$ cat src/rtl/spi_slave_ctrl_pkg.sv
// Shared constants, frame geometry and FSM state type for the chip-side SPI target.
package spi_slave_ctrl_pkg;
   localparam int INTERFACE_ADDR_WIDTH = 22;
   localparam int INTERFACE_DATA_WIDTH = 16;

   localparam logic [1:0] SPI_CMD_RD = 2'b01;
   localparam logic [1:0] SPI_CMD_WR = 2'b10;

   localparam int SPI_HDR_BITS   = 2 + INTERFACE_ADDR_WIDTH;
   localparam int SPI_FRAME_BITS = SPI_HDR_BITS + 1 + INTERFACE_DATA_WIDTH;
   localparam int SPI_CNT_W      = 6;

   typedef enum logic [2:0] {
      ST_IDLE,
      ST_HDR,
      ST_TURN,
      ST_DATA,
      ST_SKIP
   } spi_state_e;
endpackage

$ cat src/rtl/spi_slave_ctrl_if.sv
// SPI pins plus the register/SRAM request bus of the SPI target.
interface spi_slave_ctrl_if #(
   parameter int ADDR_W = spi_slave_ctrl_pkg::INTERFACE_ADDR_WIDTH,
   parameter int DATA_W = spi_slave_ctrl_pkg::INTERFACE_DATA_WIDTH
);
   logic              spi_clk;
   logic              spi_csn;
   logic              spi_mosi;
   logic              spi_miso;
   logic [ADDR_W-1:0] spi_addr;
   logic              spi_wen;
   logic [DATA_W-1:0] spi_wdata;
   logic              spi_ren;
   logic [DATA_W-1:0] spi_rdata;
   logic              spi_rvalid;
   logic              frame_err;

   modport slave (
      input  spi_clk, spi_csn, spi_mosi, spi_rdata, spi_rvalid,
      output spi_miso, spi_addr, spi_wen, spi_wdata, spi_ren, frame_err
   );

   modport master (
      output spi_clk, spi_csn, spi_mosi, spi_rdata, spi_rvalid,
      input  spi_miso, spi_addr, spi_wen, spi_wdata, spi_ren, frame_err
   );
endinterface

$ cat src/rtl/spi_in_sync.sv
// Synchronises SCK/CSN/MOSI into the chip clock and detects SCK and CSN edges.
module spi_in_sync #(
   parameter int SYNC_STAGES = 2
) (
   input  logic clk,
   input  logic rst_n,
   input  logic sck_i,
   input  logic csn_i,
   input  logic mosi_i,
   output logic sck_rise_o,
   output logic sck_fall_o,
   output logic csn_fall_o,
   output logic csn_rise_o,
   output logic mosi_o
);
   // Bit order per stage: {sck, csn, mosi}. CSN resets low so a reset in
   // the middle of a frame cannot fabricate a CSN fall afterwards.
   logic [SYNC_STAGES-1:0][2:0] sync_q;
   logic                        sck_hist_q;
   logic                        csn_hist_q;
   logic                        sck_s;
   logic                        csn_s;

   always_ff @(posedge clk or negedge rst_n) begin
      if (!rst_n) begin
         sync_q     <= '0;
         sck_hist_q <= 1'b0;
         csn_hist_q <= 1'b0;
      end else begin
         sync_q[0] <= {sck_i, csn_i, mosi_i};
         for (int i = 1; i < SYNC_STAGES; i++) begin
            sync_q[i] <= sync_q[i-1];
         end
         sck_hist_q <= sync_q[SYNC_STAGES-1][2];
         csn_hist_q <= sync_q[SYNC_STAGES-1][1];
      end
   end

   assign sck_s      = sync_q[SYNC_STAGES-1][2];
   assign csn_s      = sync_q[SYNC_STAGES-1][1];
   assign mosi_o     = sync_q[SYNC_STAGES-1][0];
   assign sck_rise_o = sck_s & ~sck_hist_q;
   assign sck_fall_o = ~sck_s & sck_hist_q;
   assign csn_fall_o = ~csn_s & csn_hist_q;
   assign csn_rise_o = csn_s & ~csn_hist_q;
endmodule

$ cat src/rtl/spi_slave_ctrl.sv
// Chip-side SPI mode-0 target: decodes {cmd, addr, NA, data} frames into
// single-cycle register/SRAM requests and returns read data on MISO.
module spi_slave_ctrl
   import spi_slave_ctrl_pkg::*;
#(
   parameter int ADDR_W      = INTERFACE_ADDR_WIDTH,
   parameter int DATA_W      = INTERFACE_DATA_WIDTH,
   parameter int SYNC_STAGES = 2
) (
   input  logic             clk,
   input  logic             rst_n,
   spi_slave_ctrl_if.slave  bus
);
   localparam int HdrBits   = ADDR_W + 2;
   localparam int FrameBits = HdrBits + 1 + DATA_W;

   logic sck_rise, sck_fall, csn_fall, csn_rise, mosi_s;

   spi_in_sync #(.SYNC_STAGES(SYNC_STAGES)) u_sync (
      .clk        (clk),
      .rst_n      (rst_n),
      .sck_i      (bus.spi_clk),
      .csn_i      (bus.spi_csn),
      .mosi_i     (bus.spi_mosi),
      .sck_rise_o (sck_rise),
      .sck_fall_o (sck_fall),
      .csn_fall_o (csn_fall),
      .csn_rise_o (csn_rise),
      .mosi_o     (mosi_s)
   );

   spi_state_e           state_q, state_d;
   logic [SPI_CNT_W-1:0] cnt_q, cnt_d, cnt_inc;
   logic [HdrBits-2:0]   hdr_q, hdr_d;
   logic [HdrBits-1:0]   hdr_shift;
   logic [DATA_W-2:0]    rx_q, rx_d;
   logic [DATA_W-1:0]    rx_shift;
   logic [DATA_W-1:0]    tx_q, tx_d;
   logic [DATA_W-1:0]    wdata_q, wdata_d;
   logic [ADDR_W-1:0]    addr_q, addr_d;
   logic                 rd_q, rd_d, got_q, got_d, late_q, late_d;
   logic                 miso_q, miso_d, wen_q, wen_d, ren_q, ren_d, err_q, err_d;

   assign hdr_shift = {hdr_q, mosi_s};
   assign rx_shift  = {rx_q, mosi_s};
   assign cnt_inc   = (sck_rise && cnt_q < SPI_CNT_W'(FrameBits)) ? cnt_q + 1'b1 : cnt_q;

   always_comb begin
      state_d = state_q;
      cnt_d   = cnt_q;
      hdr_d   = hdr_q;
      rx_d    = rx_q;
      tx_d    = tx_q;
      wdata_d = wdata_q;
      addr_d  = addr_q;
      rd_d    = rd_q;
      got_d   = got_q;
      late_d  = late_q;
      miso_d  = (state_q == ST_DATA && rd_q) ? miso_q : 1'b0;
      wen_d   = 1'b0;
      ren_d   = 1'b0;
      err_d   = 1'b0;

      // Read data is only accepted inside the read window, once per frame.
      if (rd_q && (state_q == ST_TURN || state_q == ST_DATA) &&
          bus.spi_rvalid && !got_q && !late_q) begin
         tx_d  = bus.spi_rdata;
         got_d = 1'b1;
      end

      unique case (state_q)
         ST_IDLE: begin
            if (csn_fall) begin
               state_d = ST_HDR;
               cnt_d   = '0;
               hdr_d   = '0;
               rx_d    = '0;
               tx_d    = '0;
               rd_d    = 1'b0;
               got_d   = 1'b0;
               late_d  = 1'b0;
            end
         end
         ST_HDR: begin
            cnt_d = cnt_inc;
            if (sck_rise) begin
               hdr_d = hdr_shift[HdrBits-2:0];
               if (cnt_inc == SPI_CNT_W'(HdrBits)) begin
                  if (hdr_shift[HdrBits-1 -: 2] == SPI_CMD_RD) begin
                     addr_d  = hdr_shift[ADDR_W-1:0];
                     ren_d   = 1'b1;
                     rd_d    = 1'b1;
                     state_d = ST_TURN;
                  end else if (hdr_shift[HdrBits-1 -: 2] == SPI_CMD_WR) begin
                     addr_d  = hdr_shift[ADDR_W-1:0];
                     state_d = ST_TURN;
                  end else begin
                     err_d   = 1'b1;
                     state_d = ST_SKIP;
                  end
               end
            end
         end
         ST_TURN: begin
            cnt_d = cnt_inc;
            if (sck_rise) state_d = ST_DATA;
         end
         ST_DATA: begin
            cnt_d = cnt_inc;
            if (rd_q) begin
               // First fall without data closes the window: report once, send zeros.
               if (sck_fall) begin
                  if (!got_q) begin
                     err_d  = !late_q;
                     late_d = 1'b1;
                     got_d  = 1'b0;
                     tx_d   = '0;
                     miso_d = 1'b0;
                  end else begin
                     miso_d = tx_q[DATA_W-1];
                     tx_d   = tx_q << 1;
                  end
               end
               if (sck_rise && cnt_inc == SPI_CNT_W'(FrameBits)) state_d = ST_SKIP;
            end else if (sck_rise) begin
               rx_d = rx_shift[DATA_W-2:0];
               if (cnt_inc == SPI_CNT_W'(FrameBits)) begin
                  wdata_d = rx_shift;
                  wen_d   = 1'b1;
                  state_d = ST_SKIP;
               end
            end
         end
         ST_SKIP: begin
            cnt_d = cnt_inc;
         end
         default: state_d = ST_IDLE;
      endcase

      if (csn_rise && state_q != ST_IDLE) begin
         state_d = ST_IDLE;
         cnt_d   = '0;
         miso_d  = 1'b0;
         wen_d   = 1'b0;
         ren_d   = 1'b0;
         err_d   = (cnt_q < SPI_CNT_W'(FrameBits));
      end
   end

   always_ff @(posedge clk or negedge rst_n) begin
      if (!rst_n) begin
         state_q <= ST_IDLE;
         cnt_q   <= '0;
         hdr_q   <= '0;
         rx_q    <= '0;
         tx_q    <= '0;
         wdata_q <= '0;
         addr_q  <= '0;
         rd_q    <= 1'b0;
         got_q   <= 1'b0;
         late_q  <= 1'b0;
         miso_q  <= 1'b0;
         wen_q   <= 1'b0;
         ren_q   <= 1'b0;
         err_q   <= 1'b0;
      end else begin
         state_q <= state_d;
         cnt_q   <= cnt_d;
         hdr_q   <= hdr_d;
         rx_q    <= rx_d;
         tx_q    <= tx_d;
         wdata_q <= wdata_d;
         addr_q  <= addr_d;
         rd_q    <= rd_d;
         got_q   <= got_d;
         late_q  <= late_d;
         miso_q  <= miso_d;
         wen_q   <= wen_d;
         ren_q   <= ren_d;
         err_q   <= err_d;
      end
   end

   assign bus.spi_miso  = miso_q;
   assign bus.spi_addr  = addr_q;
   assign bus.spi_wen   = wen_q;
   assign bus.spi_wdata = wdata_q;
   assign bus.spi_ren   = ren_q;
   assign bus.frame_err = err_q;
endmodule
$ cat src/flat_wrapper.sv
// flat-port wrapper written by rule: the top's interface ports become plain ports
module spi_slave_ctrl_flat import spi_slave_ctrl_pkg::*;
#(
   parameter int ADDR_W      = INTERFACE_ADDR_WIDTH,
   parameter int DATA_W      = INTERFACE_DATA_WIDTH,
   parameter int SYNC_STAGES = 2
)
  (clk, rst_n, bus_spi_clk, bus_spi_csn, bus_spi_mosi, bus_spi_rdata, bus_spi_rvalid, bus_spi_miso, bus_spi_addr, bus_spi_wen, bus_spi_wdata, bus_spi_ren, bus_frame_err);
  spi_slave_ctrl_if #(.ADDR_W(ADDR_W), .DATA_W(DATA_W)) bus_i ();
  input  logic clk;
  input  logic rst_n;
  input wire logic [$bits(bus_i.spi_clk)-1:0] bus_spi_clk;
  input wire logic [$bits(bus_i.spi_csn)-1:0] bus_spi_csn;
  input wire logic [$bits(bus_i.spi_mosi)-1:0] bus_spi_mosi;
  input wire logic [$bits(bus_i.spi_rdata)-1:0] bus_spi_rdata;
  input wire logic [$bits(bus_i.spi_rvalid)-1:0] bus_spi_rvalid;
  output wire logic [$bits(bus_i.spi_miso)-1:0] bus_spi_miso;
  output wire logic [$bits(bus_i.spi_addr)-1:0] bus_spi_addr;
  output wire logic [$bits(bus_i.spi_wen)-1:0] bus_spi_wen;
  output wire logic [$bits(bus_i.spi_wdata)-1:0] bus_spi_wdata;
  output wire logic [$bits(bus_i.spi_ren)-1:0] bus_spi_ren;
  output wire logic [$bits(bus_i.frame_err)-1:0] bus_frame_err;
  assign bus_i.spi_clk = bus_spi_clk;
  assign bus_i.spi_csn = bus_spi_csn;
  assign bus_i.spi_mosi = bus_spi_mosi;
  assign bus_i.spi_rdata = bus_spi_rdata;
  assign bus_i.spi_rvalid = bus_spi_rvalid;
  assign bus_spi_miso = bus_i.spi_miso;
  assign bus_spi_addr = bus_i.spi_addr;
  assign bus_spi_wen = bus_i.spi_wen;
  assign bus_spi_wdata = bus_i.spi_wdata;
  assign bus_spi_ren = bus_i.spi_ren;
  assign bus_frame_err = bus_i.frame_err;
  spi_slave_ctrl #(.ADDR_W(ADDR_W), .DATA_W(DATA_W), .SYNC_STAGES(SYNC_STAGES)) u_core (.clk(clk), .rst_n(rst_n), .bus(bus_i));
endmodule
$ cat config.mk
export PLATFORM = sky130hd
export DESIGN_NAME = spi_slave_ctrl_flat
export DESIGN_NICKNAME = d
export VERILOG_FILES = /design/src/rtl/spi_slave_ctrl_pkg.sv /design/src/rtl/spi_slave_ctrl_if.sv /design/src/rtl/spi_in_sync.sv /design/src/rtl/spi_slave_ctrl.sv /design/src/flat_wrapper.sv
export SDC_FILE = /design/constraint.sdc
export NUM_CORES = 1
export LEC_CHECK = 0
export CORE_UTILIZATION = 56
export DETAILED_ROUTE_END_ITERATION = 10
export PLACE_DENSITY = 0.78
export SLEW_MARGIN = 20
export SYNTH_ARGS = -nofsm -noshare
export SYNTH_HDL_FRONTEND = slang
export SYNTH_HIERARCHICAL = 1
export SYNTH_SLANG_ARGS = --single-unit
$ cat constraint.sdc
create_clock -name clk -period 2.65 [get_ports clk]
set_input_delay 0.53 -clock clk [delete_from_list [all_inputs] [get_ports clk]]
set_output_delay 0.53 -clock clk [all_outputs]
set_load 0.005 [all_outputs]
==> metrics.txt <==
DRT Pass-1 Iters 5; Critical Path, Cell by Cell ha_1, and3_1, a41o_1, o31ai_4, o211a_4, or4b_1, a21boi_1; DR vias 3779; Setup crit start kind flop; CTS Buf Count 17; post-synthesis sequential area ratio 0.555; fin crit share 0.955; vias per cell 5.75; H-tree levels 4; FF-to-FF setup slack 0.12 ns; Die Span Y 98.7 µm; total gr overflow 0; Worst EP required 3.06 ns; vias in the first global route 3743; Syn Nets 495; worst-case reg-to-reg path depth 7; Storage cell area 2900 µm²; clk sink count 116; delay of the slowest critical-path stage 0.48 ns; io pins 64; Least-Margin Pin Slew 0.795 ns; die width 98.7 µm; reg2reg start u_core/cnt_q[0]; FILL cells 572; initial antenna violation count 0; maximum vdd ir drop 444 µV; outcome completed; Synth Flop Type dfrtp_1; Multi-input gate area 2180 µm²; Layout area overhead 25.9%; Ys Warns 6; list of most frequent post-synthesis cells dfrtp_1, nand2_1, o21ai_0; largest delay contributor family on the critical path compound AO/OA/AOI/OAI gates; Routed WL 10700 µm; worst-path maximum fanout 7; clk_lat worst skew 0.50 ns; share of flip-flops with an asynchronous set or reset 1.00; CP bufs+invs 0; EDFF count, synth 0; core area 8890 µm²; Seq cells post-synth 116; Avg WL per Cell 16.3 µm; Final Hold Vio Count 0; CP max stage cell or4b_1; most common cell in the netlist dfrtp_1; Worst Hold Class input pin to async pin; layout net count 562; Finished Cell Area 6590 µm²; Period minus WS final 2.53 ns; Placer Congestion 0.889; Slew Viols, Final 0; power density over the cells 717 nW/µm²; clk_skew 0.00917 ns; GRT Util Overall 0.237; Post-Synthesis Cell Area 5230 µm²; ANT nets after route 0; global-route wire length before repair 17900 µm; clock slew at reported path FFs 0.06 ns; dpl cell area 5970 µm²; final setup violation count 0; worst r2r dst u_core/state_q[1]; Port Buffers 63; largest net degree at the start of global routing 60; worst path arrival time 2.94 ns; # Post-CTS Setup Buffers 0; Row Count 34; post-synth top area share 0.555; DIE AREA 9730 µm²; residual DRC count 0; clock root cell clkbuf_8; cells taking the most area after synthesis dfrtp_1, mux2_4, nand2_1; Maximum Capacitance Violations 0; CTS tree done; cells after synthesis 470; crit path capture type flop; DRT iter0 DRCs 251; sum of negative setup slack 0 ns; Cell variety after synth 57; RSZ-0062 raised after global routing no; Inserted Diodes 0; Achievable Freq 395 MHz; Leak 3.00 nW; Synth area leader dfrtp_1; syn_area_per_cell 11.1 µm²; CP startpoint u_core/cnt_q[0]; Clock Path Buffers 2; share of layout cells above drive strength 1 0.186; Worst slew margin 0.468; starting density of the core 0.589; Post-DP HPWL 6680 µm; Setup Crit Path Kind flop to flop
==> what timing repair did <==
action	4_1_cts	5_1_grt
endpoints found under the setup margin	0	22
gates resized for setup	0	1
hold buffers	0	0
==> cell type report <==
| type | count | area share |
|---|---|---|
| clock buffers | 18 | 0.0649 |
| inverters | 10 | 0.00570 |
| clock inverters | 13 | 0.0262 |
| repair buffers | 73 | 0.111 |
| flip-flops and latches | 116 | 0.441 |
| multi-input cells | 319 | 0.332 |
| well taps | 108 | 0.0205 |
==> power by group <==
group,internal (mW),switching [mW],leakage (nW)
logic,0.187,0.313,1.11
clock network,1.47,0.825,0.293
registers,1.85,0.0836,1.60
==> sequential cells by signal, summed over array words and instances (netlist names), 3 cells and up <==
register / flops
u_core/hdr_q: 23
u_core/bus.spi_wdata: 16
u_core/u_sync/sync_q: 3
u_core/state_q: 3
u_core/bus.spi_addr: 22
u_core/cnt_q: 6
u_core/rx_q: 15
u_core/tx_q: 16
==> worst max-delay path by stage <==
stage | to | cells after the start
after floorplan | u_core/bus.spi_wdata[10] | 9
after global placement | u_core/bus.spi_addr[4] | 7
after detailed placement | u_core/bus.spi_addr[8] | 7
after CTS | u_core/bus.spi_addr[7] | 7
after global routing | u_core/state_q[1] | 7
final | u_core/state_q[1] | 7
==> stage by stage <==
| step | power (mW) | util | setup WS, ns | cells | hold WS, ns |
|---|---|---|---|---|---|
| 2_1_floorplan | 2.28 | - | 0.334 | 470 | 0.234 |
| 3_3_place_gp | 2.42 | 0.671 | 0.147 | 625 | 0.332 |
| 4_1_cts | 4.76 | 0.739 | 0.0106 | 656 | 0.106 |
| 3_5_place_dp | 2.45 | 0.671 | 0.0276 | 625 | 0.343 |
| 5_1_grt | 4.92 | 0.741 | 0.0120 | 657 | 0.131 |
| 6_report | 4.72 | 0.741 | 0.119 | 657 | 0.0997 |
==> cells by family (layout without fill, tap and decap cells) <==
group / count (synthesis) / in the layout / share of synthesized area
flip-flops: 116 / 116 / 0.555
buffers and inverters: 36 / 114 / 0.0335
XOR/XNOR: 1 / 1 / 0.00167
AO/OA/AOI/OAI: 102 / 102 / 0.126
multiplexers: 57 / 57 / 0.140
AND/OR/NAND/NOR: 155 / 156 / 0.136
adder cells (fa/ha/maj): 3 / 3 / 0.00717
==> layout by cell type, fill, tap and decap left out, types with 9 or more instances in the layout <==
cell,synthesis,layout
mux2_2,11,11
nand2_1,102,102
o21ai_0,60,60
nor2_1,18,18
clkbuf_16,0,16
clkdlybuf4s50_1,0,62
a21oi_1,10,10
buf_4,1,9
mux2i_1,16,16
dfrtp_1,116,116
inv_1,10,10
mux2_4,30,30
==> layer usage <==
| metal | global-route usage | vias up | share of wire |
|---|---|---|---|
| met5 | 0 | - | 0 |
| met4 | 0.0907 | 0 | 0.011 |
| met3 | 0.0546 | 12 | 0.045 |
| met2 | 0.393 | 137 | 0.51 |
| met1 | 0.305 | 1855 | 0.43 |
| li1 | - | 1775 | - |
Note: power is estimated with default switching activity, not from simulation.
